$ cat src/rtl/gf128_sqr_reduce.sv
// gf128_sqr_reduce
//
// Reduces the 256-bit unreduced square produced by the bit-interleave squarer
// modulo P(x) = x^128 + x^7 + x^2 + x + 1, folding FOLD bits per cycle from the
// top of the operand down. The canonical 128-bit result is presented on a
// valid/ready handshake.
//
// Parameters:
//   FOLD       unreduced bits folded per cycle (1, 2, 4, 8, 16, 32 or 64)
//
// Ports:
//   clk        clock, rising edge
//   rst        asynchronous active-high reset
//   in_valid   sq_in carries an operand
//   in_ready   block is idle and can accept an operand
//   sq_in      unreduced square, bit i = coefficient of x^i
//   out_valid  res_out carries a result
//   out_ready  consumer accepts the result
//   res_out    reduced result A^2 mod P
//   busy       high while folding
//   odd_err    sticky flag: an accepted operand had an odd bit set
//              (present only when GF_SQR_CHECK_EN is defined)
//
// Build option:
//   GF_SQR_CHECK_EN  adds the odd_err port and its operand check.

module gf128_sqr_reduce #(
    parameter int FOLD = 32
) (
    input  logic         clk,
    input  logic         rst,
    input  logic         in_valid,
    output logic         in_ready,
    input  logic [255:0] sq_in,
    output logic         out_valid,
    input  logic         out_ready,
    output logic [127:0] res_out,
    output logic         busy
`ifdef GF_SQR_CHECK_EN
    ,
    output logic         odd_err
`endif
);

    localparam int NUM_FOLDS = 128 / FOLD;
    localparam int CNT_W     = (NUM_FOLDS > 1) ? $clog2(NUM_FOLDS) : 1;

    typedef enum logic [1:0] {
        S_IDLE = 2'd0,
        S_FOLD = 2'd1,
        S_DONE = 2'd2
    } state_t;

    state_t             state;
    state_t             state_nxt;
    logic [255:0]       w;
    logic [255:0]       w_next;
    logic [CNT_W-1:0]   cnt;
    logic [8:0]         base;
    logic               last_fold;

    // Folds the FOLD-bit chunk whose lowest bit sits at 'base'. Every chunk
    // bit i >= 128 is cleared and x^i is replaced by x^(i-128)*(x^7+x^2+x+1);
    // shifting the isolated chunk down by 128/121/127/126 does that for all
    // chunk bits at once. Landings are at least 121 below the source, so with
    // FOLD <= 64 they never touch the chunk being cleared.
    function automatic logic [255:0] fold_chunk(input logic [255:0] wv,
                                                input logic [8:0]   lo);
        logic [255:0] mask;
        logic [255:0] c;
        mask = {{(256-FOLD){1'b0}}, {FOLD{1'b1}}} << lo;
        c    = wv & mask;
        return (wv & ~mask) ^ (c >> 128) ^ (c >> 121) ^ (c >> 127) ^ (c >> 126);
    endfunction

    // Chunk cnt covers W[255-cnt*FOLD -: FOLD]; its low bit is 256-(cnt+1)*FOLD.
    assign base      = 9'(256 - (int'(cnt) + 1) * FOLD);
    assign w_next    = fold_chunk(w, base);
    assign last_fold = (cnt == CNT_W'(NUM_FOLDS - 1));

    // State register
    always_ff @(posedge clk or posedge rst) begin
        if (rst) begin
            state <= S_IDLE;
        end else begin
            state <= state_nxt;
        end
    end

    // Next-state logic
    always_comb begin
        state_nxt = state;
        case (state)
            S_IDLE: if (in_valid)  state_nxt = S_FOLD;
            S_FOLD: if (last_fold) state_nxt = S_DONE;
            S_DONE: if (out_ready) state_nxt = S_IDLE;
            default:               state_nxt = S_IDLE;
        endcase
    end

    // Output decode
    always_comb begin
        in_ready  = (state == S_IDLE);
        busy      = (state == S_FOLD);
        out_valid = (state == S_DONE);
    end

    // Working register, fold counter and result register
    always_ff @(posedge clk or posedge rst) begin
        if (rst) begin
            w       <= '0;
            cnt     <= '0;
            res_out <= '0;
        end else begin
            case (state)
                S_IDLE: begin
                    if (in_valid) begin
                        w   <= sq_in;
                        cnt <= '0;
                    end
                end
                S_FOLD: begin
                    w   <= w_next;
                    cnt <= cnt + 1'b1;
                    if (last_fold) begin
                        res_out <= w_next[127:0];
                    end
                end
                default: ;
            endcase
        end
    end

`ifdef GF_SQR_CHECK_EN
    // A true square has only even-power terms; any odd bit means the
    // upstream squarer misbehaved. The flag latches until reset.
    always_ff @(posedge clk or posedge rst) begin
        if (rst) begin
            odd_err <= 1'b0;
        end else if (state == S_IDLE && in_valid && |(sq_in & {128{2'b10}})) begin
            odd_err <= 1'b1;
        end
    end
`endif

endmodule

$ cat config.mk
export PLATFORM = sky130hd
export DESIGN_NAME = gf128_sqr_reduce
export DESIGN_NICKNAME = d
export VERILOG_FILES = /design/src/rtl/gf128_sqr_reduce.sv
export SDC_FILE = /design/constraint.sdc
export NUM_CORES = 1
export LEC_CHECK = 0
export CAP_MARGIN = 20
export CORE_AREA = 2 2 203 205
export DETAILED_ROUTE_END_ITERATION = 6
export DIE_AREA = 0 0 205 207
export GPL_TIMING_DRIVEN = 1
export PLACE_DENSITY = 0.77
export SLEW_MARGIN = 25
export SYNTH_ARGS = -nofsm -noshare
export SYNTH_HDL_FRONTEND = slang
export SYNTH_SLANG_ARGS = --single-unit
$ cat constraint.sdc
create_clock -name clk -period 14.2 [get_ports clk]
set_input_delay 1.42 -clock clk [delete_from_list [all_inputs] [get_ports clk]]
set_output_delay 1.42 -clock clk [all_outputs]
set_load 0.02 [all_outputs]
=== Word level (Yosys, flattened, before mapping) ===
Cells that the tools add are included.

* Register bits after elaboration: 388
* Output and inout bits: 131
* Word-level logic and storage cells: 34

* Multiplexer cells: 8
* Shift-type cells: 1
* Equal/unequal tests: 6
* Bitwise operators: 7
* Reduce and logical (&&, ||, !) cells: 5
* $add $sub $neg: 3

{| class="wikitable"
|+ Operators by type and width
! operator !! number
|-
| 256-bit bitwise AND || 2
|-
| 256-bit one-hot mux with 2 select lines || 1
|-
| 256-bit two-way mux || 1
|-
| 256-bit inverter || 1
|-
| 32-bit by 9-bit left shift with 256-bit output (first input constant) || 1
|-
| 256-bit by 128-bit bitwise XOR with 256-bit output || 1
|-
| 256-bit by 129-bit bitwise XOR with 256-bit output || 1
|-
| 256-bit by 130-bit bitwise XOR with 256-bit output || 1
|-
| 256-bit by 135-bit bitwise XOR with 256-bit output || 1
|-
| 9-bit by 8-bit subtractor with 9-bit output (first input constant) || 1
|-
| 2-bit two-way mux || 4
|-
| 2-bit one-hot mux with 3 select lines || 1
|-
| 2-bit equality test (second input constant) || 2
|-
| 2-bit by 1-bit inequality test with 1-bit output (second input constant) || 2
|-
| 2-bit one-hot mux with 2 select lines || 1
|-
| 2-bit AND reduction || 2
|-
| 2-bit by 1-bit adder with 3-bit output (second input constant) || 1
|-
| 3-bit AND reduction || 1
|-
| 2-bit by 1-bit adder with 2-bit output (second input constant) || 1
|-
| 2-bit by 1-bit equality test with 1-bit output (second input constant) || 1
|-
| 2-bit zero test || 1
|-
| 2-bit inequality test (second input constant) || 1
|-
| 2-bit nonzero test || 1
|}

=== Longest topological paths before layout ===
Gate-level depths: netlist of run 1.

* Depth after elaboration: 10
* Mapped depth: 11

=== Worst setup path before layout of run 1 ===
No wires, ideal clock.

* Path kind: reg2out
* Start: register state[1]
* End: output port busy
* Data required time: 12780 ps
* Cell stages (with the launch flop): 5
* Setup slack: 11691 ps
* Arrival time: 1089 ps
* Cell sequence: dfrtp_1 -> inv_2 -> nand2_1 -> inv_2 -> clkbuf_1

* Longest elaborated chain between the ends: 1

{| class="wikitable"
|+ Ends and longest elaborated chain
! item !! RTL line !! source
|-
| start, declared || 54 || <nowiki>state_t state;</nowiki>
|-
| start signal, assigned || 86 || <nowiki>state <= state_nxt;</nowiki>
|-
| 2-bit by 1-bit equality test with 1-bit output || 104 || <nowiki>busy = (state == S_FOLD);</nowiki>
|-
| end, declared || 38 || <nowiki>output logic busy</nowiki>
|}

Every way passes these cells.

=== Worst setup path in the final report of run 1 ===
* Start: register state[1]
* End: register res_out[106]

* Longest elaborated chain between the ends: 2

{| class="wikitable"
|+ Ends and longest elaborated chain
! item !! RTL line !! source
|-
| 2-bit by 1-bit equality test with 1-bit output || 115 || <nowiki>case (state)</nowiki>
|-
| 2-bit AND reduction (no line) || - ||
|-
| end signal, assigned || 126 || <nowiki>res_out <= w_next[127:0];</nowiki>
|-
| end, declared || 37 || <nowiki>output logic [127:0] res_out,</nowiki>
|}

Every way passes these cells.
A chain may end at the register's enable or synchronous reset.

==> impl_results.md, run 1 <==
- Status: finished clean
- Worst Path Arrival: 5.06 ns
- CP Launch Point: state[1]$_DFFE_PP0P_
- Commonest non-fill, non-tap cell in the layout: nand2_1
- DRT iter0 DRCs: 1,087
- Kind of critical path: flop to flop
- DR vias/cell: 5.52
- CP Launch Type: flop
- Synth Flop Type: dfrtp_1
- Yosys warns: 0
- Total negative slack: 0 ns
- Deepest clock path buffer count: 3
- HPWL after DPL: 39.0 mm
- Vias in the first global route: 16,300
- Clock latency on the worst-skew pair: 0.56 ns
- Critical path endpoint category: flop
- Mapped Area: 19,900 sq um
- Clock transition at the registers of the reported paths: 0.06 ns
- Sequential share of the synthesized area: 48.9%
- P per Cell Area: 281 nW/um^2
- CP max stage cell: buf_4
- Worst hold endpoint: res_out[33]$_DFFE_PP0P_
- Grt total ovfl: 0
- P_leak: 10.6 nW
- Final worst path period share: 32.5%
- Area grow syn2layout: 28.1%
- Finished Layout Cells: 2,892
- Mapped Cells: 2,021
- Slew Viols, Final: 0
- # DRC: 0
- Die Ht: 207 um
- Internal reg-to-reg setup slack: 9.59 ns
- R2r worst-path depth: 8
- Post-synth EDFFs: 0
- GRT Total Usage: 26.5%
- Final min period: 4.61 ns
- Initial antenna violation count: 7
- Multi-input gate area: 9540 sq um
- Clk Tree Root Cell: clkbuf_16
- Most used cell, CP: buf_4
- Share of cells above drive strength 1: 4.97%
- PortBufs: 390
- Post_cts resized: 0
- Core area: 40,400 sq um
- RSZ-0062 raised after global routing: false
- Worst-Margin Slew: 0.988 ns
- Slowest Stage Delay on Critical Path: 0.73 ns
- Initial Utilization: 49.2%
- Post-DRT Antenna Nets: 0
- Drt total wl: 56.2 mm
- Final Cell Area: 25,400 sq um
- Highest-count cells in the layout ignoring fill and taps: nand2_1 (411), clkdlybuf4s50_1 (390), dfrtp_1 (388)
- Fill cells: 3,326
- Fmax: 217 MHz
- Synth async-reset ratio: 100%
- Drt pass-1 iters: 5
- Hold-critical path depth: 2
- First-pass GRT wire length: 90.1 mm
- Avg Inst Size Synth: 9.83 sq um
- Inserted Clock Buffers: 43
- Final setup vio count: 0
- Number of max-cap violations: 0
- RR Startpoint: state[1]$_DFFE_PP0P_
- IO Count: 391
- Total number of vias: 16,000
- Hold-fix buffers, CTS: 0
- Hold Vio Cnt, Final: 0
- Cells along the critical path: inv_2 > nand2_1 > inv_4 > buf_4 > nand2_4 > buf_4 > buf_4 > o21ai_0
- Die ar.: 42,400 sq um
- Post-CTS setup buffer count: 0
- Synth Net Count: 2,289
- CTS tree: yes
- Distinct cells, synth: 38
- Placed Cells: 2,811
- Setup Skew: 0.0131 ns
- R2R Path End: res_out[106]$_DFFE_PP0P_
- WL per Instance: 19.4 um
- Placer Congestion: 0.869
- Largest net degree at the start of global routing: 109
- CTS H-tree depth: 2
- Worst Hold Class: flop to flop
- # nets final: 2,592
- CP Max Fanout: 108
- Register area: 9710 sq um
- #FFs+latches synth: 388
- Row count: 74
- Hold_sp: res_out[33]$_DFFE_PP0P_
- Placement Cell Area: 23,900 sq um
- Worst VDD drop: 0.000146 V
- Die W: 205 um
- Max-slew headroom: 34.2%
- CP required: 14.65 ns
- Clock Sinks: 388
[cells by family (layout without fill, tap and decap cells)]
kind of cell,Yosys count,in the layout,synth area share (%)
XOR/XNOR,455,455,20.1
flip-flops,388,388,48.9
other,0,5,0
AO/OA/AOI/OAI,566,566,18.1
buffers and inverters,152,486,3.33
adder cells (fa/ha/maj),8,8,0.504
multiplexers,3,3,0.151
AND/OR/NAND/NOR,449,449,8.87
[sequential cells by signal (all words and copies together), names as in the netlist]
signal   cells
w          256
res_out    128
cnt          2
state        2
[layout make-up]
| cell class | count | area share, % |
|---|---|---|
| clock inverters | 10 | 0.339 |
| diodes | 5 | 0.0492 |
| inverters | 6 | 0.128 |
| multi-input cells | 1481 | 37.5 |
| well taps | 532 | 2.62 |
| flip-flops and latches | 388 | 38.2 |
| repair buffers | 404 | 15.8 |
| clock buffers | 66 | 5.37 |
[cell usage after synthesis (all sizes together), types with 3 or more instances]
library cell  number  area [sq um]
xor2              86           753
o21ai            132           661
inv                6          22.5
nor2               8          30.0
nand3              6          40.0
nor3b              5          37.5
mux2i              3          30.0
dfrtp            388          9710
ha                 8           100
o22a               9          78.8
o22ai            134           838
a21boi            16           165
a22o             121          1060
buf               68           345
a21oi            150           762
xnor2            368          3220
nand2            418          1580
clkbuf            78           293
[worst max-delay path, delay by kind of cell, from the launching register on]
kind | cells | cell delay [ns]
compound gates | 1 | 0.37
buf+inv | 5 | 2.73
flops | 1 | 0.45
simple gates | 2 | 0.80
[metal layers]
metal  GRT usage, %  wire (um)
met1           35.4      23700
met4           11.0       2070
met5              0         15
met3           4.56       3300
met2           42.8      27100
[how the worst max path moves through the flow]
| stage | cells past startpoint | to |
|---|---|---|
| after detailed placement | 7 | w[10]$_DFFE_PP0P_ |
| after CTS | 8 | res_out[106]$_DFFE_PP0P_ |
| final | 8 | res_out[106]$_DFFE_PP0P_ |
| after floorplan | 1 | cnt[0]$_DFFE_PP0P_ |
| after global placement | 7 | w[33]$_DFFE_PP0P_ |
| after global routing | 8 | res_out[106]$_DFFE_PP0P_ |
[through the flow]
stage	setup WS, ns	hold WS, ns	utilization [%]	power (mW)
floorplan	2.00	0.507	-	4.94
global placement	9.67	0.464	59.3	5.86
detailed placement	9.51	0.470	59.3	5.99
CTS	9.55	0.483	62.9	7.17
global route	9.17	0.503	63.0	7.65
finish	9.59	0.477	63.0	7.14
[power breakdown]
part	internal (mW)	switching, mW
registers	1.64	0.503
logic	1.80	2.07
clock network	0.678	0.455
total	4.11	3.02
No activity file was read; power rests on OpenSTA's default activity.
==> run 2, diff against run 1 <==
Settings changed: CORE_AREA 2 2 203 205 to 2 2 209 211, DIE_AREA 0 0 205 207 to 0 0 211 213, PLACE_DENSITY 0.77 to 0.76.
Clock period 14.2 ns to 4.04 ns, I/O delays scaled along.
==> run 2 against run 1 <==
Sequential share of layout area decreased by 0.22 points; design area rose by 0.59%; total power grew to 3.5 times the previous value; register-to-register slack lost 8.5 ns; via count grew 1.1%; non-clock buffer count increased by 10; global-route usage fell by 1.1 points; core utilization decreased by 3.1 points; sequential power grew to 3.5 times the previous value; worst setup slack lost 8.6 ns; critical endpoint is now busy.
==> impl_results.md, run 2 (same netlist as run 1, synthesis figures left out) <==
- Number of max-cap violations: 0
- CP max stage cell: clkdlybuf4s50_1
- Highest-count cells in the layout ignoring fill and taps: nand2_1 (412), clkdlybuf4s50_1 (390), dfrtp_1 (388)
- CP Launch Type: flop
- Post-CTS setup buffer count: 0
- Area grow syn2layout: 28.8%
- Finished Layout Cells: 2,920
- GRT Total Usage: 25.4%
- RSZ-0062 raised after global routing: false
- Largest registers: w: 256 flops, res_out: 128 flops
- Worst VDD drop: 0.000440 V
- Commonest non-fill, non-tap cell in the layout: nand2_1
- Post_cts resized: 0
- Hold-fix buffers, CTS: 0
- Part of the power in the clock network: 15.9%
- Placer Congestion: 0.838
- Core area: 42,700 sq um
- Fill cells: 3,508
- WL per Instance: 19.8 um
- Die ar.: 44,900 sq um
- Kind of critical path: flop to output port
- Critical path endpoint category: output port
- Sequential share of power: 29.9%
- Final min period: 3.02 ns
- Drt total wl: 57.8 mm
- P per Cell Area: 985 nW/um^2
- Setup Skew: 0.0236 ns
- HPWL after DPL: 39.8 mm
- CTS tree: yes
- Clock transition at the registers of the reported paths: 0.06 ns
- Post-Route Utilization: 59.9%
- Placement Cell Area: 24,100 sq um
- Die Ht: 213 um
- R2r worst-path depth: 9
- Initial antenna violation count: 4
- PortBufs: 390
- # DRC: 0
- Internal reg-to-reg setup slack: 1.04 ns
- Final setup vio count: 0
- NetSw: 10.7 mW
- Slowest Stage Delay on Critical Path: 0.69 ns
- Total number of vias: 16,100
- Worst slack, placed: 1.02 ns
- Switching share of total power: 42.3%
- Final Cell Area: 25,600 sq um
- Status: finished clean
- CP required: 3.64 ns
- Post-DRT Antenna Nets: 0
- Pwr Total: 25.2 mW
- Vias in the first global route: 16,500
- Clock latency on the worst-skew pair: 0.58 ns
- Clock Sinks: 388
- P_leak: 10.7 nW
- DRT iter0 DRCs: 1,265
- IO Count: 391
- Buf/Inv on CP: 3
- Total negative slack: 0 ns
- P_int: 14.5 mW
- Final worst path period share: 74.8%
- Largest net degree at the start of global routing: 119
- Cells along the critical path: inv_2 > nand2_1 > inv_4 > clkdlybuf4s50_1
- Inserted Clock Buffers: 43
- Row count: 76
- Kind of cell adding the most delay to the critical path: buffers and inverters
- Share of cells above drive strength 1: 5.23%
- Hold Slack: 0.385 ns
- CP Max Fanout: 17
- Die W: 211 um
- R2R Path End: w[103]$_DFFE_PP0P_
- CTS H-tree depth: 2
- Grt total ovfl: 0
- Worst-Margin Slew: 0.987 ns
- Clk Tree Root Cell: clkbuf_16
- Slew Viols, Final: 0
- # nets final: 2,602
- Initial Utilization: 46.5%
- Deepest clock path buffer count: 3
- Worst Hold Class: primary input to asynchronous set/reset pin
- Worst Path Arrival: 2.62 ns
- Combinational fraction of design power: 54.2%
- Max-slew headroom: 34.2%
- Placed Cells: 2,835
- Drt pass-1 iters: 5
- Most flop-heavy register: w
- DR vias/cell: 5.53
- First-pass GRT wire length: 90.4 mm
- Max reg flops: 256
- Fin worst setup slack: 1.02 ns
- Fmax: 331 MHz
- Hold Vio Cnt, Final: 0
- RR Startpoint: cnt[0]$_DFFE_PP0P_
## run 2: area by class of cell
class                      instances  area, sq um  area share [%]
antenna                            5         12.5          0.0489
clock buffer                      65         1270            4.96
clock inverter                    15          168           0.655
inverter                           6         28.8           0.113
multi-input combinational       1481         9530            37.2
sequential                       388         9710            38.0
tap                              546          683            2.67
timing repair buffer             414         4180            16.4
## run 2: power groups by stage
stage | Combinational [mW] | Sequential, mW | Clock [mW]
floorplan | 9.65 | 7.72 | 0
CTS | 13.7 | 7.52 | 4.07
finish | 13.7 | 7.54 | 4.00
global placement | 13.3 | 7.47 | 0
global route | 15.0 | 7.75 | 4.23
detailed placement | 13.6 | 7.56 | 0
## run 2: how the worst max path moves through the flow
stage | to | from | cells after the start | slack, ns
4_1_cts | busy | state[1]$_DFFE_PP0P_ | 4 | 1.00
6_report | busy | state[1]$_DFFE_PP0P_ | 4 | 1.02
5_1_grt | res_out[119]$_DFFE_PP0P_ | cnt[0]$_DFFE_PP0P_ | 9 | 0.84
2_1_floorplan | cnt[0]$_DFFE_PP0P_ | rst | 1 | -1.58
3_5_place_dp | res_out[97]$_DFFE_PP0P_ | cnt[0]$_DFFE_PP0P_ | 9 | 1.02
3_3_place_gp | w[0]$_DFFE_PP0P_ | cnt[0]$_DFFE_PP0P_ | 8 | 1.08
## run 2: metal layers
layer | vias to the layer above | share of wire [%] | global-route usage (%)
met2 | 557 | 48 | 41.1
met1 | 7909 | 41 | 32.9
met4 | 2 | 4.5 | 12.3
met3 | 148 | 6.3 | 5.16
met5 | - | 0.022 | 0
li1 | 7526 | - | -
==> run 3, diff against run 2 <==
Clock period 4.04 ns to 2.7 ns, I/O delays scaled along.
==> run 3 against run 2 <==
Core utilization up 0.75 points; first-iteration DRC count about the same; clock skew shrank 0.0060 ns; via count up 1.7%; critical path depth is 4 higher; clock-buffer cell count is 3 lower; critical endpoint is now res_out[78]$_DFFE_PP0P_; worst setup slack got worse by 0.84 ns; sequential share of layout area down 0.47 points; non-clock buffer count up 21; clock power increased by 56%; wire length is 1.4% higher.
==> impl_results.md, run 3 (same netlist as run 1, synthesis figures left out) <==
- Worst VDD drop: 0.000929 V
- Setup Skew: 0.0175 ns
- Post-DRT Antenna Nets: 0
- P per Cell Area: 1480 nW/um^2
- PortBufs: 390
- Multi-input gate area: 9520 sq um
- RSZ-0062 raised after global routing: false
- Die ar.: 44,900 sq um
- Hold-fix buffers, CTS: 0
- Commonest non-fill, non-tap cell in the layout: nand2_1
- Final setup vio count: 0
- Grt total ovfl: 0
- IO Count: 391
- Core area: 42,700 sq um
- Clock transition at the registers of the reported paths: 0.06 ns
- Largest net degree at the start of global routing: 122
- Initial Utilization: 46.5%
- Sequential share of power: 29.5%
- Fin worst setup slack: 0.180 ns
- P_leak: 10.8 nW
- Area grow syn2layout: 30.4%
- Worst Path Arrival: 2.94 ns
- Worst-Margin Slew: 0.868 ns
- Max-slew headroom: 42.2%
- Total negative slack: 0 ns
- Row count: 76
- R2R Path End: res_out[78]$_DFFE_PP0P_
- Deepest clock path buffer count: 3
- CP Launch Type: flop
- Highest-count cells in the layout ignoring fill and taps: nand2_1 (413), clkdlybuf4s50_1 (390), dfrtp_1 (388)
- Final min period: 2.52 ns
- Vias in the first global route: 17,000
- Initial antenna violation count: 4
- DR vias/cell: 5.59
- Die W: 211 um
- First-pass GRT wire length: 92.6 mm
- Worst Hold Class: primary input to asynchronous set/reset pin
- Slew Viols, Final: 0
- Hold Vio Cnt, Final: 0
- P_int: 22.2 mW
- Fill cells: 3,455
- CTS H-tree depth: 2
- RR Startpoint: cnt[0]$_DFFE_PP0P_
- Inserted Clock Buffers: 44
- Post-CTS setup buffer count: 0
- Part of the power in the clock network: 16.3%
- Die Ht: 213 um
- Clock latency on the worst-skew pair: 0.57 ns
- Drt total wl: 58.6 mm
- # nets final: 2,624
- Max reg flops: 256
- Largest registers: w: 256 flops, res_out: 128 flops
- Total number of vias: 16,400
- Pwr Total: 38.3 mW
- CP required: 3.12 ns
- Finished Layout Cells: 2,937
- Fmax: 397 MHz
- Clock Sinks: 388
- # DRC: 0
- Register area: 9710 sq um
- Critical path endpoint category: flop
- Share of cells above drive strength 1: 6.08%
- Worst slack, placed: 0.194 ns
- Final worst path period share: 93.3%
- NetSw: 16.1 mW
- Switching share of total power: 42.1%
- Post_cts resized: 0
- DRT iter0 DRCs: 1,266
- Kind of critical path: flop to flop
- Placer Congestion: 0.864
- Number of max-cap violations: 0
- R2r worst-path depth: 8
- Internal reg-to-reg setup slack: 0.18 ns
- Combinational fraction of design power: 54.2%
- HPWL after DPL: 40.7 mm
- Placed Cells: 2,856
- GRT Total Usage: 26.0%
- Drt pass-1 iters: 5
- WL per Instance: 20.0 um
- CP Max Fanout: 26
- CTS tree: yes
- Most flop-heavy register: w
- Status: finished clean
- Clk Tree Root Cell: clkbuf_16
## run 3: changes by cell type in the layout (fill, tap and decap cells not counted), moves of 2 or more
cell and change:
clkbuf_1 -5, buf_4 +13, bufinv_16 +2, clkbuf_16 +2
buf_12 +8, inv_6 -3
## run 3: worst max-delay path by stage
stage                     slack, ns                       end  cells after the start                from
final                          0.18   res_out[78]$_DFFE_PP0P_                      8  cnt[0]$_DFFE_PP0P_
after global routing          0.005  res_out[109]$_DFFE_PP0P_                      8  cnt[0]$_DFFE_PP0P_
after CTS                      0.15   res_out[78]$_DFFE_PP0P_                      8  cnt[0]$_DFFE_PP0P_
after detailed placement       0.19  res_out[109]$_DFFE_PP0P_                      8  cnt[0]$_DFFE_PP0P_
after global placement         0.27          w[0]$_DFFE_PP0P_                      8  cnt[0]$_DFFE_PP0P_
after floorplan               -2.79        cnt[0]$_DFFE_PP0P_                      1                 rst
## run 3: final cells by class
| cell class | instances | share of cell area (%) |
|---|---|---|
| diodes | 5 | 0.0483 |
| well taps | 546 | 2.64 |
| clock inverters | 14 | 0.778 |
| multi-input cells | 1481 | 36.8 |
| clock buffers | 62 | 5.02 |
| repair buffers | 435 | 17.1 |
| inverters | 6 | 0.111 |
| flip-flops and latches | 388 | 37.5 |
## run 3: worst max-delay path, cell delays in order, from the launching register on
cell	delay, ns
dfrtp_1	0.42
ha_1	0.28
ha_1	0.35
a21oi_4	0.13
buf_4	0.22
nand2_2	0.40
nand2_1	0.25
xnor2_1	0.18
o21ai_0	0.14
## run 3: metrics by stage
step	utilization, %	hold slack (ns)	cell area, sq um
after floorplan	-	0.356	19900
after global placement	57.1	0.463	24400
after detailed placement	57.1	0.470	24400
after CTS	60.6	0.0669	25900
after global routing	60.6	0.105	25900
final	60.7	0.0858	25900
## run 3: power by group through the flow
stage / registers [mW] / logic (mW) / clock network, mW
floorplan: 11.5 / 14.4 / 0
global placement: 11.2 / 20.1 / 0
detailed placement: 11.3 / 20.7 / 0
CTS: 11.3 / 20.9 / 6.34
global route: 11.6 / 22.8 / 6.59
finish: 11.3 / 20.8 / 6.24
## run 3: routing by layer
| layer | global-route usage (%) | vias up | wire length, um |
|---|---|---|---|
| met5 | 0 | - | 13 |
| met4 | 12.3 | 2 | 2500 |
| li1 | - | 7564 | - |
| met3 | 4.69 | 157 | 3760 |
| met2 | 42.4 | 626 | 28000 |
| met1 | 33.7 | 8061 | 24300 |
